<file path="config.mk">
export PLATFORM = sky130hd
export DESIGN_NAME = ctrl_pipe
export DESIGN_NICKNAME = d
export VERILOG_FILES = /design/src/rtl/ctrl_pipe.sv
export SDC_FILE = /design/constraint.sdc
export NUM_CORES = 1
export LEC_CHECK = 0
export CORE_ASPECT_RATIO = 0.5
export CORE_MARGIN = 10
export CORE_UTILIZATION = 49
export CTS_BUF_LIST = sky130_fd_sc_hd__clkbuf_4 sky130_fd_sc_hd__clkbuf_8
export CTS_CLUSTER_SIZE = 12
export DETAILED_ROUTE_END_ITERATION = 8
export PLACE_DENSITY = 0.87
export RECOVER_POWER = 100
export SLEW_MARGIN = 20
export SYNTH_ARGS = -nofsm -noshare
export SYNTH_HDL_FRONTEND = slang
export SYNTH_SLANG_ARGS = --single-unit
</file>
<file path="constraint.sdc">
create_clock -name clk -period 3.4 [get_ports clk]
set_input_delay 0.51 -clock clk [delete_from_list [all_inputs] [get_ports clk]]
set_output_delay 0.51 -clock clk [all_outputs]
set_load 0.01 [all_outputs]
</file>
<file path="src/rtl/ctrl_pipe.sv">
// ctrl_pipe: carries decoded MIPS control bits through ID/EX, EX/MEM and MEM/WB; resolves dst, load-use stall, flush.
// Latency: ID bundle on ex_* after 1 cycle, mem_* after 2, wb_* after 3; stall and fwd_* are combinational.
// Backpressure: stall freezes PC/IF-ID externally and bubbles ID/EX; flush bubbles ID/EX and EX/MEM.
// Build option: define FORWARD_UNIT_EN to drive fwd_a/fwd_b; otherwise both are tied to 2'b00.
module ctrl_pipe #(
  parameter int REG_ADDR_W = 5,
  parameter int LINK_REG   = 31
) (
  input  logic                  clk,
  input  logic                  rst_n,
  input  logic [1:0]            id_reg_dst,
  input  logic                  id_branch,
  input  logic                  id_mem_read,
  input  logic                  id_mem_write,
  input  logic                  id_alu_src,
  input  logic                  id_reg_write,
  input  logic [1:0]            id_mem_to_reg,
  input  logic [1:0]            id_alu_op,
  input  logic [REG_ADDR_W-1:0] id_rs,
  input  logic [REG_ADDR_W-1:0] id_rt,
  input  logic [REG_ADDR_W-1:0] id_rd,
  input  logic                  flush,
  output logic                  stall,
  output logic [1:0]            ex_alu_op,
  output logic                  ex_alu_src,
  output logic [REG_ADDR_W-1:0] ex_rs,
  output logic [REG_ADDR_W-1:0] ex_rt,
  output logic [REG_ADDR_W-1:0] ex_dst,
  output logic                  mem_branch,
  output logic                  mem_mem_read,
  output logic                  mem_mem_write,
  output logic                  mem_reg_write,
  output logic [1:0]            mem_mem_to_reg,
  output logic [REG_ADDR_W-1:0] mem_dst,
  output logic                  wb_reg_write,
  output logic [1:0]            wb_mem_to_reg,
  output logic [REG_ADDR_W-1:0] wb_dst,
  output logic [1:0]            fwd_a,
  output logic [1:0]            fwd_b
);

  localparam logic [REG_ADDR_W-1:0] LINK_DST = REG_ADDR_W'(LINK_REG);
  localparam logic [REG_ADDR_W-1:0] ZERO_REG = '0;

  typedef struct packed {
    logic [1:0]            reg_dst;
    logic                  branch;
    logic                  mem_read;
    logic                  mem_write;
    logic                  alu_src;
    logic                  reg_write;
    logic [1:0]            mem_to_reg;
    logic [1:0]            alu_op;
    logic [REG_ADDR_W-1:0] rs;
    logic [REG_ADDR_W-1:0] rt;
    logic [REG_ADDR_W-1:0] rd;
  } idex_t;

  typedef struct packed {
    logic                  branch;
    logic                  mem_read;
    logic                  mem_write;
    logic                  reg_write;
    logic [1:0]            mem_to_reg;
    logic [REG_ADDR_W-1:0] dst;
  } exmem_t;

  typedef struct packed {
    logic                  reg_write;
    logic [1:0]            mem_to_reg;
    logic [REG_ADDR_W-1:0] dst;
  } memwb_t;

  idex_t  id_ctl;
  idex_t  idex_q;
  exmem_t ex_ctl;
  exmem_t exmem_q;
  memwb_t memwb_q;
  logic [REG_ADDR_W-1:0] ex_dst_res;

  // Sanitize the decoder bundle: don't-care fields of non-writing instructions are stored as 0
  always_comb begin
    id_ctl            = '0;
    id_ctl.reg_dst    = id_reg_write ? id_reg_dst : 2'b00;
    id_ctl.branch     = id_branch;
    id_ctl.mem_read   = id_mem_read;
    id_ctl.mem_write  = id_mem_write;
    id_ctl.alu_src    = (id_reg_write | id_mem_write) ? id_alu_src : 1'b0;
    id_ctl.reg_write  = id_reg_write;
    id_ctl.mem_to_reg = id_reg_write ? id_mem_to_reg : 2'b00;
    id_ctl.alu_op     = (id_reg_write | id_mem_write) ? id_alu_op : 2'b00;
    id_ctl.rs         = id_rs;
    id_ctl.rt         = id_rt;
    id_ctl.rd         = id_rd;
  end

  // Resolve the destination register in EX; a write to r0 is dropped here
  always_comb begin
    ex_dst_res = ZERO_REG;
    case (idex_q.reg_dst)
      2'b00:   ex_dst_res = idex_q.rt;
      2'b01:   ex_dst_res = idex_q.rd;
      2'b10:   ex_dst_res = LINK_DST;
      default: ex_dst_res = ZERO_REG;
    endcase
    ex_ctl            = '0;
    ex_ctl.branch     = idex_q.branch;
    ex_ctl.mem_read   = idex_q.mem_read;
    ex_ctl.mem_write  = idex_q.mem_write;
    ex_ctl.reg_write  = idex_q.reg_write & (ex_dst_res != ZERO_REG);
    ex_ctl.mem_to_reg = idex_q.mem_to_reg;
    ex_ctl.dst        = ex_dst_res;
  end

  // Load-use hazard: the rt compare is applied even for instructions that don't read rt
  assign stall = idex_q.mem_read & (idex_q.rt != ZERO_REG) &
                 ((idex_q.rt == id_rs) | (idex_q.rt == id_rt));

  // ID/EX register: flush or stall loads a bubble
  always_ff @(posedge clk or negedge rst_n) begin
    if (!rst_n) begin
      idex_q <= '0;
    end else if (flush || stall) begin
      idex_q <= '0;
    end else begin
      idex_q <= id_ctl;
    end
  end

  // EX/MEM register: flush kills the instruction leaving EX (the branch shadow)
  always_ff @(posedge clk or negedge rst_n) begin
    if (!rst_n) begin
      exmem_q <= '0;
    end else if (flush) begin
      exmem_q <= '0;
    end else begin
      exmem_q <= ex_ctl;
    end
  end

  // MEM/WB register: always advances, older instructions complete through a flush
  always_ff @(posedge clk or negedge rst_n) begin
    if (!rst_n) begin
      memwb_q <= '0;
    end else begin
      memwb_q.reg_write  <= exmem_q.reg_write;
      memwb_q.mem_to_reg <= exmem_q.mem_to_reg;
      memwb_q.dst        <= exmem_q.dst;
    end
  end

  assign ex_alu_op      = idex_q.alu_op;
  assign ex_alu_src     = idex_q.alu_src;
  assign ex_rs          = idex_q.rs;
  assign ex_rt          = idex_q.rt;
  assign ex_dst         = ex_dst_res;
  assign mem_branch     = exmem_q.branch;
  assign mem_mem_read   = exmem_q.mem_read;
  assign mem_mem_write  = exmem_q.mem_write;
  assign mem_reg_write  = exmem_q.reg_write;
  assign mem_mem_to_reg = exmem_q.mem_to_reg;
  assign mem_dst        = exmem_q.dst;
  assign wb_reg_write   = memwb_q.reg_write;
  assign wb_mem_to_reg  = memwb_q.mem_to_reg;
  assign wb_dst         = memwb_q.dst;

`ifdef FORWARD_UNIT_EN
  // Operand forward selects: the younger EX/MEM result wins over MEM/WB
  always_comb begin
    fwd_a = 2'b00;
    fwd_b = 2'b00;
    if (exmem_q.reg_write && (exmem_q.dst != ZERO_REG) && (exmem_q.dst == idex_q.rs)) begin
      fwd_a = 2'b10;
    end else if (memwb_q.reg_write && (memwb_q.dst != ZERO_REG) && (memwb_q.dst == idex_q.rs)) begin
      fwd_a = 2'b01;
    end
    if (exmem_q.reg_write && (exmem_q.dst != ZERO_REG) && (exmem_q.dst == idex_q.rt)) begin
      fwd_b = 2'b10;
    end else if (memwb_q.reg_write && (memwb_q.dst != ZERO_REG) && (memwb_q.dst == idex_q.rt)) begin
      fwd_b = 2'b01;
    end
  end
`else
  assign fwd_a = 2'b00;
  assign fwd_b = 2'b00;
`endif

endmodule

</file>
==> results.yml <==
synth:
  yosysMostFrequentCell: "dfrtp_1"
  syn-cell-area_sq_um: 1920
  ys_warn_count: 0
  ys_ff_latch: 45
  synth_top_area_share_pct: 58.6
  synth_top_family_by_area: "simple AND/OR/NAND/NOR gates"
  yosys.area.top_type: "dfrtp_1"
  muxShareOfSynthArea_pct: 0
  avgSynthCellArea_sq_um: 10.8
  ys_seq_area_share_pct: 58.6
  synthAdderAreaFrac_pct: 0
  ys_types: 23
  synth_xor_area_share_pct: 4.56
  synth_compound_area_share_pct: 11.0
  synth.top_cells.by_area: "dfrtp_1 (59%), buf_4 (8.2%), a21oi_1 (6.3%), nand2b_1 (6.2%), xnor2_1 (4.6%)"
  synth_flop_cell: "dfrtp_1"
  async_reset_ff_share_pct: 100
  synth_commonest_cells: "dfrtp_1 (45), a21oi_1 (24), buf_4 (21), nand2b_1 (19), nor2_1 (13)"
  synthCells: 178
  synth_edf_count: 0
  synth-simple-area-share_pct: 13.9
clocking:
  path_clk_slew_ps: 90
  cts_sinks: 45
  postCtsSetupRepairBufs: 0
  cts_resized: 0
  root_buffer: "clkbuf_8"
  cts_buffer_depth: 2
  cts_buffers: 5
  cts-hold-fix-buffers: 0
  cts_tree: "built"
  h-tree-depth: 2
  clock_latency_ps: 300
sta:
  timing_hold_violations_final: 0
  tns_ps: 0
  setup_viol: 0
  rsz0062_at_grt: "false"
  finalCriticalPeriod_ps: 2850
  relSlewSlack_pct: -53.5
  period_share_pct: 83.7
  tightestPinTransition_ps: 2300
  slew_violations: 46
  fmax_ghz: 0.351
  fin_skew_ps: 10.9
placed_design:
  gp_congestion: 0.752
  portBuffers: 66
  hpwl_mm: 3.31
setup_path:
  critPathLaunch: "id_rt[0]"
  worstPathMaxFanout: 2
  reg2reg_from: "ex_rt[0]$_DFF_PN0_"
  worst_setup_path_end_kind: "primary output"
  worstPathArrival_ps: 2340
  crit_required_ps: 2890
  crit_top_cell: "dlygate4sd3_1"
  cpMaxStageDelayCell: "dlygate4sd3_1"
  start_kind: "primary input"
  path_cells: "dlygate4sd3_1, xnor2_1, nand3_1, o22ai_2, and2_1, dlygate4sd3_1"
  worstSetupPathType: "in -> out"
  slowest_delay_ps: 620
drt:
  wl_per_cell_um: 15.6
  via_per_inst: 4.80
  drtIter0Drc: 35
  num_vias: 1344
  final_antenna_net_count: 0
  drtPass1Iterations: 4
  drcViolationCount: 0
  drt-total-wl_mm: 4.37
worst_hold_path:
  hold_start: "mem_dst[3]$_DFF_PN0_"
  worstHoldPathType: "reg -> reg"
global_route:
  grt_first_pass_wirelength_mm: 7.13
  grt_pass1_vias: 1415
  overflow: 0
  grt_max_degree: 46
  gr-usage-all-layers_pct: 13.0
  antenna_found_initial: 0
finish:
  fin_nets: 257
  largest_register: "idex_q"
  n_antenna_cell: 0
  syn_to_final_growth_pct: 34.4
  fillCellCount: 264
  drive_above_1_share_pct: 4.37
  largest_register_ffs: 8
  finish.utilization_pct: 71.7
floorplanning:
  num_rows: 15
  die_x_um: 109
  num_io_pins: 71
  start_util_pct: 53.3
  die_area_sq_um: 6980
  core_sq_um: 3600
  die_height_um: 64.3
run:
  cap_violations: 1
run_status:
  violations: "max-capacitance violations, max-slew violations"
  status: "finished, violations left"
pwr:
  ir_drop_mv: 0.208
  p_per_area_nw_per_um2: 447
  leakagePower_uw: 0.00125
[power by group]
part / switching, uW / internal, uW / leakage [uW]
clock: 176 / 229 / 0.0000588
combinational: 85.2 / 90.2 / 0.000600
sequential: 14.3 / 561 / 0.000594
[final timing paths]
| path | to | cells past startpoint | slack (ps) |
|---|---|---|---|
| max | stall | 6 | 550 |
| min | wb_dst[3]$_DFF_PN0_ | 0 | 370 |
| max reg2reg | ex_alu_op[0]$_DFF_PN0_ | 5 | 1130 |
| min reg2reg | wb_dst[3]$_DFF_PN0_ | 0 | 370 |
| max in group asynchronous | ex_rs[3]$_DFF_PN0_ | 1 | 1190 |
| min in group asynchronous | ex_rt[0]$_DFF_PN0_ | 1 | 900 |
[through the flow]
step	cells	hold WS (ps)	setup slack [ps]	area, sq um	power, uW
after floorplan	181	214	1490	1930	684
after global placement	272	359	780	2490	772
after detailed placement	272	358	753	2490	777
after CTS	280	379	730	2600	1180
after global routing	280	388	484	2580	1210
final	280	371	553	2580	1160
[metal layers]
metal	GRT usage [%]	vias to the layer above	share of wire, %
met4	5.23	0	1.5
met3	4.10	8	6.7
met2	21.4	43	49
li1	-	650	-
met5	0	-	0
met1	15.4	643	42
[cell type report]
class	count	area [sq um]	share of cell area, %
Multi-Input combinational cell	99	579	22.4
Timing Repair Buffer	69	669	25.9
Clock buffer	6	76.3	2.95
Tap cell	51	63.8	2.47
Inverter	8	30.0	1.16
Clock inverter	2	38.8	1.50
Sequential cell	45	1130	43.6
[worst max-delay path, delay by kind of cell]
kind                      cells  cell delay (ps)
AOI/OAI and AO/OA             1              180
xor gates and xnor gates      1              200
buffers and inverters         2             1190
and+or+nand+nor               2              260
[kinds of logic after synthesis]
| group | Yosys count |
|---|---|
| and+or+nand+nor | 51 |
| DFF | 45 |
| buffers and inverters | 37 |
| AOI/OAI and AO/OA | 34 |
| xor gates and xnor gates | 10 |
| other | 1 |
[layout by cell type (no fill, tap or decap)]
cell,Yosys,routed
xnor2_1,10,10
clkbuf_1,7,3
clkinv_4,0,1
a21boi_0,1,1
o22a_1,1,1
bufinv_16,0,1
clkdlybuf4s50_1,0,25
dlygate4sd3_1,0,40
a2bb2oi_1,2,2
or4_1,1,1
a41oi_1,1,1
o22ai_2,0,1
conb_1,1,4
nand3_1,2,2
a2111oi_0,0,3
inv_1,8,8
and2_1,2,2
dfrtp_1,45,45
nor2_1,13,13
buf_4,21,1
a21oi_1,24,24
clkbuf_8,0,5
nand2_1,7,7
clkbuf_4,0,1
nor2b_1,7,7
o21a_1,1,1
nand2b_1,19,19
No activity file was read; power rests on OpenSTA's default activity.
